## src/rtl/cpu_hazard_if.sv

```systemverilog
// Hazard-controller bus: ID/EX/MEM pipeline observations in, stage enables and status out.
// The master is the CPU datapath/controlpath side; the slave is cpu_hazard_controller.
interface cpu_hazard_if #(
  parameter int CNT_WIDTH = 32
);
  logic [4:0]           id_Rn;
  logic [4:0]           id_Rm;
  logic [4:0]           id_Rd;
  logic                 id_Reg2Loc;
  logic                 id_reads_Ra;
  logic                 id_reads_Rb;
  logic                 id_is_bcond;
  logic                 id_br_taken;
  logic [4:0]           ex_Rd;
  logic                 ex_RegWren;
  logic                 ex_Mem2Reg;
  logic                 ex_SetFlags;
  logic                 dmem_req;
  logic                 dmem_ready;
  logic                 pc_wren;
  logic                 if_id_wren;
  logic                 if_id_flush;
  logic                 id_ex_bubble;
  logic                 pipe_freeze;
  logic                 mem_err;
  logic [1:0]           hz_state;
  logic [CNT_WIDTH-1:0] stall_cnt;
  logic [CNT_WIDTH-1:0] flush_cnt;

  modport master (
    output id_Rn, id_Rm, id_Rd, id_Reg2Loc, id_reads_Ra, id_reads_Rb,
           id_is_bcond, id_br_taken, ex_Rd, ex_RegWren, ex_Mem2Reg,
           ex_SetFlags, dmem_req, dmem_ready,
    input  pc_wren, if_id_wren, if_id_flush, id_ex_bubble, pipe_freeze,
           mem_err, hz_state, stall_cnt, flush_cnt
  );

  modport slave (
    input  id_Rn, id_Rm, id_Rd, id_Reg2Loc, id_reads_Ra, id_reads_Rb,
           id_is_bcond, id_br_taken, ex_Rd, ex_RegWren, ex_Mem2Reg,
           ex_SetFlags, dmem_req, dmem_ready,
    output pc_wren, if_id_wren, if_id_flush, id_ex_bubble, pipe_freeze,
           mem_err, hz_state, stall_cnt, flush_cnt
  );
endinterface

```

## src/rtl/cpu_hazard_controller.sv

```systemverilog
// LEGv8 pipeline hazard sequencer: load-use/flag stalls, dmem freeze with timeout, branch squash.
// Define HAZARD_BRANCH_FLUSH_EN to squash IF/ID on taken branches; otherwise delay-slot semantics.
//
// state | meaning
// RUN   | normal flow, hazards evaluated
// RSVD  | unused encoding, returns to RUN
// MEMW  | pipeline frozen awaiting dmem_ready
// ERR   | memory timeout, frozen until reset
module cpu_hazard_controller #(
  parameter int MEM_TIMEOUT = 16,
  parameter int CNT_WIDTH   = 32
) (
  input  logic         clk,
  input  logic         reset,
  cpu_hazard_if.slave  hz_if
);

  typedef enum logic [1:0] {
    ST_RUN  = 2'b00,
    ST_RSVD = 2'b01,
    ST_MEMW = 2'b10,
    ST_ERR  = 2'b11
  } state_t;

  localparam int            WW        = $clog2(MEM_TIMEOUT + 1);
  localparam logic [WW-1:0] WAIT_LAST = WW'(MEM_TIMEOUT - 1);

  state_t               state_q, state_d;
  logic [WW-1:0]        wait_q, wait_d;
  logic                 err_q, err_d;
  logic [CNT_WIDTH-1:0] stall_q, stall_d;
  logic [CNT_WIDTH-1:0] flush_q, flush_d;

  logic [4:0] port_b_reg;
  logic       load_use;
  logic       flag_hz;
  logic       hz;
  logic       freeze;
  logic       flush;
  logic       unused_br;

  always_comb begin
    port_b_reg = hz_if.id_Reg2Loc ? hz_if.id_Rm : hz_if.id_Rd;
    // X31 is XZR: a load into it never produces a value worth waiting for
    load_use = hz_if.ex_RegWren && hz_if.ex_Mem2Reg && (hz_if.ex_Rd != 5'd31) &&
               ((hz_if.id_reads_Ra && (hz_if.ex_Rd == hz_if.id_Rn)) ||
                (hz_if.id_reads_Rb && (hz_if.ex_Rd == port_b_reg)));
    flag_hz  = hz_if.id_is_bcond && hz_if.ex_SetFlags;
    hz       = load_use || flag_hz;
    freeze   = ((state_q == ST_RUN) && hz_if.dmem_req && !hz_if.dmem_ready) ||
               ((state_q == ST_MEMW) && !hz_if.dmem_ready) ||
               (state_q == ST_ERR);
`ifdef HAZARD_BRANCH_FLUSH_EN
    flush    = hz_if.id_br_taken && (state_q == ST_RUN) && !hz && !freeze;
`else
    flush    = 1'b0;
`endif
  end

  assign unused_br = hz_if.id_br_taken;

  // Freeze dominates the hazard stall, which dominates the branch squash
  always_comb begin
    hz_if.pc_wren      = 1'b1;
    hz_if.if_id_wren   = 1'b1;
    hz_if.if_id_flush  = 1'b0;
    hz_if.id_ex_bubble = 1'b0;
    hz_if.pipe_freeze  = 1'b0;
    if (reset) begin
      hz_if.pc_wren      = 1'b0;
      hz_if.if_id_wren   = 1'b0;
      hz_if.if_id_flush  = 1'b1;
      hz_if.id_ex_bubble = 1'b1;
    end else if (freeze) begin
      hz_if.pc_wren     = 1'b0;
      hz_if.if_id_wren  = 1'b0;
      hz_if.pipe_freeze = 1'b1;
    end else if (hz) begin
      hz_if.pc_wren      = 1'b0;
      hz_if.if_id_wren   = 1'b0;
      hz_if.id_ex_bubble = 1'b1;
    end else begin
      hz_if.if_id_flush = flush;
    end
  end

  always_comb begin
    state_d = state_q;
    wait_d  = wait_q;
    err_d   = err_q;
    stall_d = stall_q;
    flush_d = flush_q;
    case (state_q)
      ST_RUN: begin
        if (hz_if.dmem_req && !hz_if.dmem_ready) begin
          state_d = ST_MEMW;
          wait_d  = WW'(1);
        end
      end
      ST_MEMW: begin
        if (hz_if.dmem_ready) begin
          state_d = ST_RUN;
          wait_d  = '0;
        end else if (wait_q == WAIT_LAST) begin
          state_d = ST_ERR;
          err_d   = 1'b1;
        end else begin
          wait_d = wait_q + WW'(1);
        end
      end
      ST_ERR: begin
        state_d = ST_ERR;
      end
      default: begin
        state_d = ST_RUN;
        wait_d  = '0;
      end
    endcase
    if ((hz || freeze) && (state_q != ST_ERR) && (stall_q != '1))
      stall_d = stall_q + CNT_WIDTH'(1);
    if (flush && (flush_q != '1))
      flush_d = flush_q + CNT_WIDTH'(1);
  end

  always_ff @(posedge clk or posedge reset) begin
    if (reset) begin
      state_q <= ST_RUN;
      wait_q  <= '0;
      err_q   <= 1'b0;
      stall_q <= '0;
      flush_q <= '0;
    end else begin
      state_q <= state_d;
      wait_q  <= wait_d;
      err_q   <= err_d;
      stall_q <= stall_d;
      flush_q <= flush_d;
    end
  end

  assign hz_if.hz_state  = state_q;
  assign hz_if.mem_err   = err_q;
  assign hz_if.stall_cnt = stall_q;
  assign hz_if.flush_cnt = flush_q;

endmodule

```

## src/flat_wrapper.sv

```systemverilog
// flat-port wrapper written by rule: the top's interface ports become plain ports
module cpu_hazard_controller_flat 
#(
  parameter int MEM_TIMEOUT = 16,
  parameter int CNT_WIDTH   = 32
)
  (clk, reset, hz_if_id_Rn, hz_if_id_Rm, hz_if_id_Rd, hz_if_id_Reg2Loc, hz_if_id_reads_Ra, hz_if_id_reads_Rb, hz_if_id_is_bcond, hz_if_id_br_taken, hz_if_ex_Rd, hz_if_ex_RegWren, hz_if_ex_Mem2Reg, hz_if_ex_SetFlags, hz_if_dmem_req, hz_if_dmem_ready, hz_if_pc_wren, hz_if_if_id_wren, hz_if_if_id_flush, hz_if_id_ex_bubble, hz_if_pipe_freeze, hz_if_mem_err, hz_if_hz_state, hz_if_stall_cnt, hz_if_flush_cnt);
  cpu_hazard_if #(.CNT_WIDTH(CNT_WIDTH)) hz_if_i ();
  input  logic clk;
  input  logic reset;
  input wire logic [$bits(hz_if_i.id_Rn)-1:0] hz_if_id_Rn;
  input wire logic [$bits(hz_if_i.id_Rm)-1:0] hz_if_id_Rm;
  input wire logic [$bits(hz_if_i.id_Rd)-1:0] hz_if_id_Rd;
  input wire logic [$bits(hz_if_i.id_Reg2Loc)-1:0] hz_if_id_Reg2Loc;
  input wire logic [$bits(hz_if_i.id_reads_Ra)-1:0] hz_if_id_reads_Ra;
  input wire logic [$bits(hz_if_i.id_reads_Rb)-1:0] hz_if_id_reads_Rb;
  input wire logic [$bits(hz_if_i.id_is_bcond)-1:0] hz_if_id_is_bcond;
  input wire logic [$bits(hz_if_i.id_br_taken)-1:0] hz_if_id_br_taken;
  input wire logic [$bits(hz_if_i.ex_Rd)-1:0] hz_if_ex_Rd;
  input wire logic [$bits(hz_if_i.ex_RegWren)-1:0] hz_if_ex_RegWren;
  input wire logic [$bits(hz_if_i.ex_Mem2Reg)-1:0] hz_if_ex_Mem2Reg;
  input wire logic [$bits(hz_if_i.ex_SetFlags)-1:0] hz_if_ex_SetFlags;
  input wire logic [$bits(hz_if_i.dmem_req)-1:0] hz_if_dmem_req;
  input wire logic [$bits(hz_if_i.dmem_ready)-1:0] hz_if_dmem_ready;
  output wire logic [$bits(hz_if_i.pc_wren)-1:0] hz_if_pc_wren;
  output wire logic [$bits(hz_if_i.if_id_wren)-1:0] hz_if_if_id_wren;
  output wire logic [$bits(hz_if_i.if_id_flush)-1:0] hz_if_if_id_flush;
  output wire logic [$bits(hz_if_i.id_ex_bubble)-1:0] hz_if_id_ex_bubble;
  output wire logic [$bits(hz_if_i.pipe_freeze)-1:0] hz_if_pipe_freeze;
  output wire logic [$bits(hz_if_i.mem_err)-1:0] hz_if_mem_err;
  output wire logic [$bits(hz_if_i.hz_state)-1:0] hz_if_hz_state;
  output wire logic [$bits(hz_if_i.stall_cnt)-1:0] hz_if_stall_cnt;
  output wire logic [$bits(hz_if_i.flush_cnt)-1:0] hz_if_flush_cnt;
  assign hz_if_i.id_Rn = hz_if_id_Rn;
  assign hz_if_i.id_Rm = hz_if_id_Rm;
  assign hz_if_i.id_Rd = hz_if_id_Rd;
  assign hz_if_i.id_Reg2Loc = hz_if_id_Reg2Loc;
  assign hz_if_i.id_reads_Ra = hz_if_id_reads_Ra;
  assign hz_if_i.id_reads_Rb = hz_if_id_reads_Rb;
  assign hz_if_i.id_is_bcond = hz_if_id_is_bcond;
  assign hz_if_i.id_br_taken = hz_if_id_br_taken;
  assign hz_if_i.ex_Rd = hz_if_ex_Rd;
  assign hz_if_i.ex_RegWren = hz_if_ex_RegWren;
  assign hz_if_i.ex_Mem2Reg = hz_if_ex_Mem2Reg;
  assign hz_if_i.ex_SetFlags = hz_if_ex_SetFlags;
  assign hz_if_i.dmem_req = hz_if_dmem_req;
  assign hz_if_i.dmem_ready = hz_if_dmem_ready;
  assign hz_if_pc_wren = hz_if_i.pc_wren;
  assign hz_if_if_id_wren = hz_if_i.if_id_wren;
  assign hz_if_if_id_flush = hz_if_i.if_id_flush;
  assign hz_if_id_ex_bubble = hz_if_i.id_ex_bubble;
  assign hz_if_pipe_freeze = hz_if_i.pipe_freeze;
  assign hz_if_mem_err = hz_if_i.mem_err;
  assign hz_if_hz_state = hz_if_i.hz_state;
  assign hz_if_stall_cnt = hz_if_i.stall_cnt;
  assign hz_if_flush_cnt = hz_if_i.flush_cnt;
  cpu_hazard_controller #(.MEM_TIMEOUT(MEM_TIMEOUT), .CNT_WIDTH(CNT_WIDTH)) u_core (.clk(clk), .reset(reset), .hz_if(hz_if_i));
endmodule
```

## config.mk

```make
export PLATFORM = sky130hd
export DESIGN_NAME = cpu_hazard_controller_flat
export DESIGN_NICKNAME = d
export VERILOG_FILES = /design/src/rtl/cpu_hazard_if.sv /design/src/rtl/cpu_hazard_controller.sv /design/src/flat_wrapper.sv
export SDC_FILE = /design/constraint.sdc
export NUM_CORES = 1
export LEC_CHECK = 0
export CORE_MARGIN = 2
export CORE_UTILIZATION = 25
export DETAILED_ROUTE_END_ITERATION = 16
export PLACE_DENSITY = 0.62
export SETUP_SLACK_MARGIN = 0.4
export SYNTH_ARGS = -nofsm -noshare
export SYNTH_HDL_FRONTEND = slang
export SYNTH_SLANG_ARGS = --single-unit
```

## constraint.sdc

```tcl
create_clock -name clk -period 4.8 [get_ports clk]
set_input_delay 0.48 -clock clk [delete_from_list [all_inputs] [get_ports clk]]
set_output_delay 0.48 -clock clk [all_outputs]
set_load 0.01 [all_outputs]
```

* After elaboration in Yosys (flattened, before gate mapping)
Index checks and enable logic that the tools add are counted.
Word-level totals: bits in latches 0, memory bits (writable) 0, memory bits (read-only) 0, logic and storage cells 59, bits in registers 40, memories 0, output and inout port bits 72
Cells by class: reductions and logical operators 22, shift operators 0, eq/ne operators 11, divide/modulo/power cells 0, add/sub/neg operators 2, magnitude comparators 0, bitwise gates (word level) 2, multipliers 0, multiplexer cells 18
Operators by type and width (count):
- 32-bit by 1-bit adder with 32-bit output, second input constant | 1
- 32-bit inequality test, second input constant | 1
- 5-bit 2-to-1 mux | 4
- 5-bit one-hot mux with 3 select lines | 1
- 1-bit logical AND | 12
- 5-bit == test | 2
- 1-bit 2-to-1 mux | 9
- 2-bit 2-to-1 mux | 3
- 3-bit inequality test, second input constant | 2
- 2-bit one-hot mux with 3 select lines | 1
- 3-bit AND reduction | 2
- 5-bit by 1-bit adder with 5-bit output, second input constant | 1
- 5-bit by 4-bit == test with 1-bit output, second input constant | 1
- 1-bit logical OR | 5
- 5-bit inequality test, second input constant | 1
- 2-bit == test, second input constant | 2
- 2-bit inequality test, second input constant | 2
- 2-bit zero test | 1
- 1-bit inverter | 2
- 2-bit AND reduction | 1
- 1-bit zero test | 1

* Longest topological paths before layout
depth after elaboration 9, depth in mapped cells 9, depth with buffers taken out 9

* Worst setup path before layout
Ideal clock, no wire load.
path kind input port to output port, from input hz_if_id_Reg2Loc, to output hz_if_pc_wren, stages on the path 8, data arrival time 1.677 ns, slack 2.643 ns, buffers on the path 2, cells stage by stage buf_6 > mux2i_1 > xor2_1 > nand4_1 > o21ai_1 > nand2_1 > and3_1 > buf_4
On the way: word-level cells in the longest chain between the ends 9
RTL lines:
- from (decl) | line flat_wrapper.sv:14 | input wire logic [$bits(hz_if_i.id_Reg2Loc)-1:0] hz_if_id_Reg2Loc;
- 5-bit 2-to-1 mux | line cpu_hazard_controller.sv:43 | port_b_reg = hz_if.id_Reg2Loc ? hz_if.id_Rm : hz_if.id_Rd;
- 5-bit == test | line cpu_hazard_controller.sv:47 | (hz_if.id_reads_Rb && (hz_if.ex_Rd == port_b_reg)));
- 1-bit logical AND | line cpu_hazard_controller.sv:47
- 1-bit logical OR | line cpu_hazard_controller.sv:46 | ((hz_if.id_reads_Ra && (hz_if.ex_Rd == hz_if.id_Rn)) ||
- 1-bit logical AND | line cpu_hazard_controller.sv:45 | load_use = hz_if.ex_RegWren && hz_if.ex_Mem2Reg && (hz_if.ex_Rd != 5'd31) &&
- 1-bit logical OR | line cpu_hazard_controller.sv:49 | hz = load_use || flag_hz;
- 1-bit 2-to-1 mux (3 in a row)
- to (decl) | line flat_wrapper.sv:25 | output wire logic [$bits(hz_if_i.pc_wren)-1:0] hz_if_pc_wren;
Every way passes these cells.

* Final worst setup path
from input hz_if_id_Reg2Loc, to output hz_if_id_ex_bubble
On the way: word-level cells in the longest chain between the ends 9
RTL lines:
- 5-bit 2-to-1 mux | line cpu_hazard_controller.sv:43
- 5-bit == test | line cpu_hazard_controller.sv:47
- 1-bit logical AND | line cpu_hazard_controller.sv:47
- 1-bit logical OR | line cpu_hazard_controller.sv:46
- 1-bit logical AND | line cpu_hazard_controller.sv:45
- 1-bit logical OR | line cpu_hazard_controller.sv:49
- 1-bit 2-to-1 mux | line cpu_hazard_controller.sv:78 | end else if (hz) begin
- 1-bit 2-to-1 mux | line cpu_hazard_controller.sv:74 | end else if (freeze) begin
- 1-bit 2-to-1 mux | line cpu_hazard_controller.sv:69 | if (reset) begin
- to (decl) | line flat_wrapper.sv:28 | output wire logic [$bits(hz_if_i.id_ex_bubble)-1:0] hz_if_id_ex_bubble;
Every way passes these cells.

==> results.sh <==
export IMPL_outcome="finished, final reports clean"
export IMPL_wirelength_mm=5.75
export IMPL_leakagePower_nw=1.46
export IMPL_ctsHoldBuffers=0
export IMPL_grt_pass1_wl_mm=9.65
export IMPL_drcViolationCount=0
export IMPL_min_path_type="reg -> reg"
export IMPL_firstDrtPassIters=4
export IMPL_crit_path_max_incr_delay_ns=0.63
export IMPL_switching_share_pct=30.9
export IMPL_synth_area_sq_um=2530
export IMPL_setup_viol=0
export IMPL_grt_pass1_vias=1962
export IMPL_dp_hpwl_mm=4.49
export IMPL_vias_per_cell=4.25
export IMPL_maxSlewViolCount=0
export IMPL_diodes=0
export IMPL_port_buffers=70
export IMPL_fp_dieH_um=105
export IMPL_path_max_fanout=5
export IMPL_grt_ovfl_total=0
export IMPL_fin_nets=373
export IMPL_clock_fmax_mhz=316
export IMPL_intPower_w=0.000708
export IMPL_wl_per_cell_um=12.2
export IMPL_path_cells="clkdlybuf4s50_1 -> mux2i_1 -> xor2_1 -> nand4_1 -> o21ai_1 -> nand2_1 -> a21oi_1 -> clkdlybuf4s50_1"
export IMPL_rrSetupSlack_ns=2.43
export IMPL_fin_crit_sh_pct=65.9
export IMPL_crit_top_cell="clkdlybuf4s50_1"
export IMPL_slew_headroom_pct=62.3
export IMPL_row_count=36
export IMPL_syn_inst=266
export IMPL_cp_end_kind="output port"
export IMPL_synth_async_reset_ratio_pct=100
export IMPL_worst_pin_slew_ns=0.560
export IMPL_die_x_um=105
export IMPL_insertion_delay_ns=0.29
export IMPL_p_per_area_nw_per_um2=306
export IMPL_floorplan_die_area_sq_um=10900
export IMPL_grtUsageTotal_pct=10.7
export IMPL_fin_crit_ns=3.16
export IMPL_power_frac_seq_pct=44.9
export IMPL_ioPinCount=104
export IMPL_clockBufferDepth=2
export IMPL_start_util_pct=25.9
export IMPL_grt_max_degree=41
export IMPL_grt_antenna_before_repair=0
export IMPL_syn_area_per_cell_sq_um=9.50
export IMPL_fillerInstances=1013
export IMPL_postRouteAntennaNets=0
export IMPL_power_frac_clock_pct=26.1
export IMPL_cts_resized=0
export IMPL_final_setup_tns_ns=0
export IMPL_synth_ff_type="dfrtp_1"
export IMPL_switchingPower_w=0.000317
export IMPL_place_congestion=0.813
export IMPL_root_buffer="clkbuf_8"
export IMPL_synth_edf_count=0
export IMPL_clkTransAtPathRegs_ns=0.08
export IMPL_ys_seq_area_share_pct=39.6
export IMPL_yosysWarnings=0
export IMPL_clock_sinks=40
export IMPL_crit_slowest_cell="clkdlybuf4s50_1"
export IMPL_core_area_sq_um=9770
export IMPL_cts_buffers=5
export IMPL_drv_cap=0
export IMPL_path_class="in -> out"
export IMPL_final_hold_violation_count=0
export IMPL_num_vias=2006
export IMPL_finalClockSkew_ns=0.0115
export IMPL_p_comb_share_pct=29.0
export IMPL_cp_required_ns=4.32
export IMPL_initialDrtViolationCount=55
export IMPL_cts_setup_buffers=0
export IMPL_h_tree_depth=2
export IMPL_rsz0062_at_grt="no"
export IMPL_synth_cell_types=40
export IMPL_syn_to_final_growth_pct=32.4
export IMPL_startpoint_type="input pin"
export IMPL_synth_seq_cells=40
export IMPL_drive_gt1_share_pct=5.60
export IMPL_peakVddDrop_mv=0.123
export IMPL_arrival_ns=2.68
export IMPL_cts_tree="yes"
export IMPL_hold_ws_ns=0.463
[state kept, by name (all words and copies together), names as in the netlist]
signal and count:
u_core.hz_if.hz_state 2, u_core.hz_if.mem_err 1, u_core.hz_if.stall_cnt 32, u_core.wait_q 5
[synthesized netlist by cell type (all sizes together) (2+ instances only)]
cell / n / area share (%)
nor2b: 2 / 0.49
nand2: 22 / 3.3
nor4: 11 / 3.5
xnor2: 6 / 2.1
nand3: 12 / 2.4
nor3: 11 / 2.2
nor2: 16 / 2.7
o21ai: 6 / 1.2
a21oi: 4 / 0.79
xor2: 36 / 12
ha: 3 / 1.5
mux2i: 6 / 2.4
nand3b: 3 / 0.89
and2: 2 / 0.49
buf: 39 / 12
dfrtp: 40 / 40
or4: 2 / 0.59
nor3b: 3 / 0.89
inv: 8 / 1.2
and3: 8 / 2.0
a31oi: 2 / 0.74
and4: 2 / 0.69
nand2b: 2 / 0.49
nand4: 10 / 2.5
[worst paths after layout]
check	from	to	depth (start not counted)
max in group asynchronous	reset	u_core.hz_if.stall_cnt[3]$_DFFE_PP0P_	3
min in group asynchronous	reset	u_core.hz_if.hz_state[0]$_DFFE_PP0P_	3
min	u_core.hz_if.mem_err$_DFFE_PP0P_	u_core.hz_if.mem_err$_DFFE_PP0P_	1
min reg2reg	u_core.hz_if.mem_err$_DFFE_PP0P_	u_core.hz_if.mem_err$_DFFE_PP0P_	1
max	hz_if_id_Reg2Loc	hz_if_id_ex_bubble	8
max reg2reg	u_core.hz_if.stall_cnt[5]$_DFFE_PP0P_	u_core.hz_if.stall_cnt[30]$_DFFE_PP0P_	6
[kinds of logic after synthesis]
group	after synthesis	share of synthesized area, %
AOI/OAI and AO/OA	17	4.41
xor gates and xnor gates	42	14.6
adders and majority gates	3	1.49
buffers and inverters	47	12.9
DFF	40	39.6
muxes	7	2.82
other	1	0.148
and+or+nand+nor	109	24.1
[cell type report]
| cell class | count | area, sq um | area share (%) |
|---|---|---|---|
| Inverter | 8 | 30.0 | 0.898 |
| Clock inverter | 2 | 35.0 | 1.05 |
| Timing Repair Buffer | 73 | 723 | 21.6 |
| Tap cell | 133 | 166 | 4.97 |
| Sequential cell | 40 | 1000 | 29.9 |
| Multi-Input combinational cell | 210 | 1320 | 39.4 |
| Clock buffer | 6 | 72.6 | 2.17 |
[layer usage]
metal / track usage, % / wire, um
met1: 12.8 / 2540
met3: 2.93 / 293
met4: 4.05 / 144
met5: 0 / 0
met2: 18.2 / 2780
[cell usage in the layout (no fill, tap or decap), types with 2 or more instances in the layout]
master and instances:
a21oi_1 4, and2_1 2, and3_1 8, and4_1 2, buf_4 3, clkbuf_8 5
clkdlybuf4s50_1 70, conb_1 32, dfrtp_1 40, ha_1 3, inv_1 8, mux2i_1 6
nand2_1 22, nand2b_1 2, nand3_1 12, nand3b_1 3, nand4_1 10, nor2_1 13
nor2_2 3, nor2b_1 2, nor3_1 11, nor3b_1 3, nor4_1 8, nor4_2 3
o21ai_0 4, o21ai_1 2, or4_1 2, xnor2_1 6, xor2_1 36
[per-stage QoR]
stage               util (%)  power [W]  instance area [sq um]  setup slack (ns)  cells
CTS                     34.2    0.00104                   3350              1.61    472
global route            34.2    0.00109                   3350              1.42    472
finish                  34.2    0.00102                   3350              1.64    472
global placement        33.1   0.000762                   3240              1.62    464
detailed placement      33.1   0.000767                   3240              1.61    464
floorplan                  -   0.000617                   2640              2.64    297
[power groups by stage]
| stage | combinational, W | clock [W] | sequential, W |
|---|---|---|---|
| after floorplan | 0.000141 | 0 | 0.000476 |
| after global placement | 0.000298 | 0 | 0.000465 |
| after detailed placement | 0.000300 | 0 | 0.000467 |
| after CTS | 0.000302 | 0.000275 | 0.000461 |
| after global routing | 0.000326 | 0.000289 | 0.000473 |
| final | 0.000298 | 0.000267 | 0.000460 |
[critical path, delay by kind of cell]
kind / cells / cell delay, ns
xor+xnor: 1 / 0.16
simple gates: 2 / 0.23
buf+inv: 2 / 1.19
compound gates: 2 / 0.34
mux: 1 / 0.27
(Power assumes the default switching activity.)
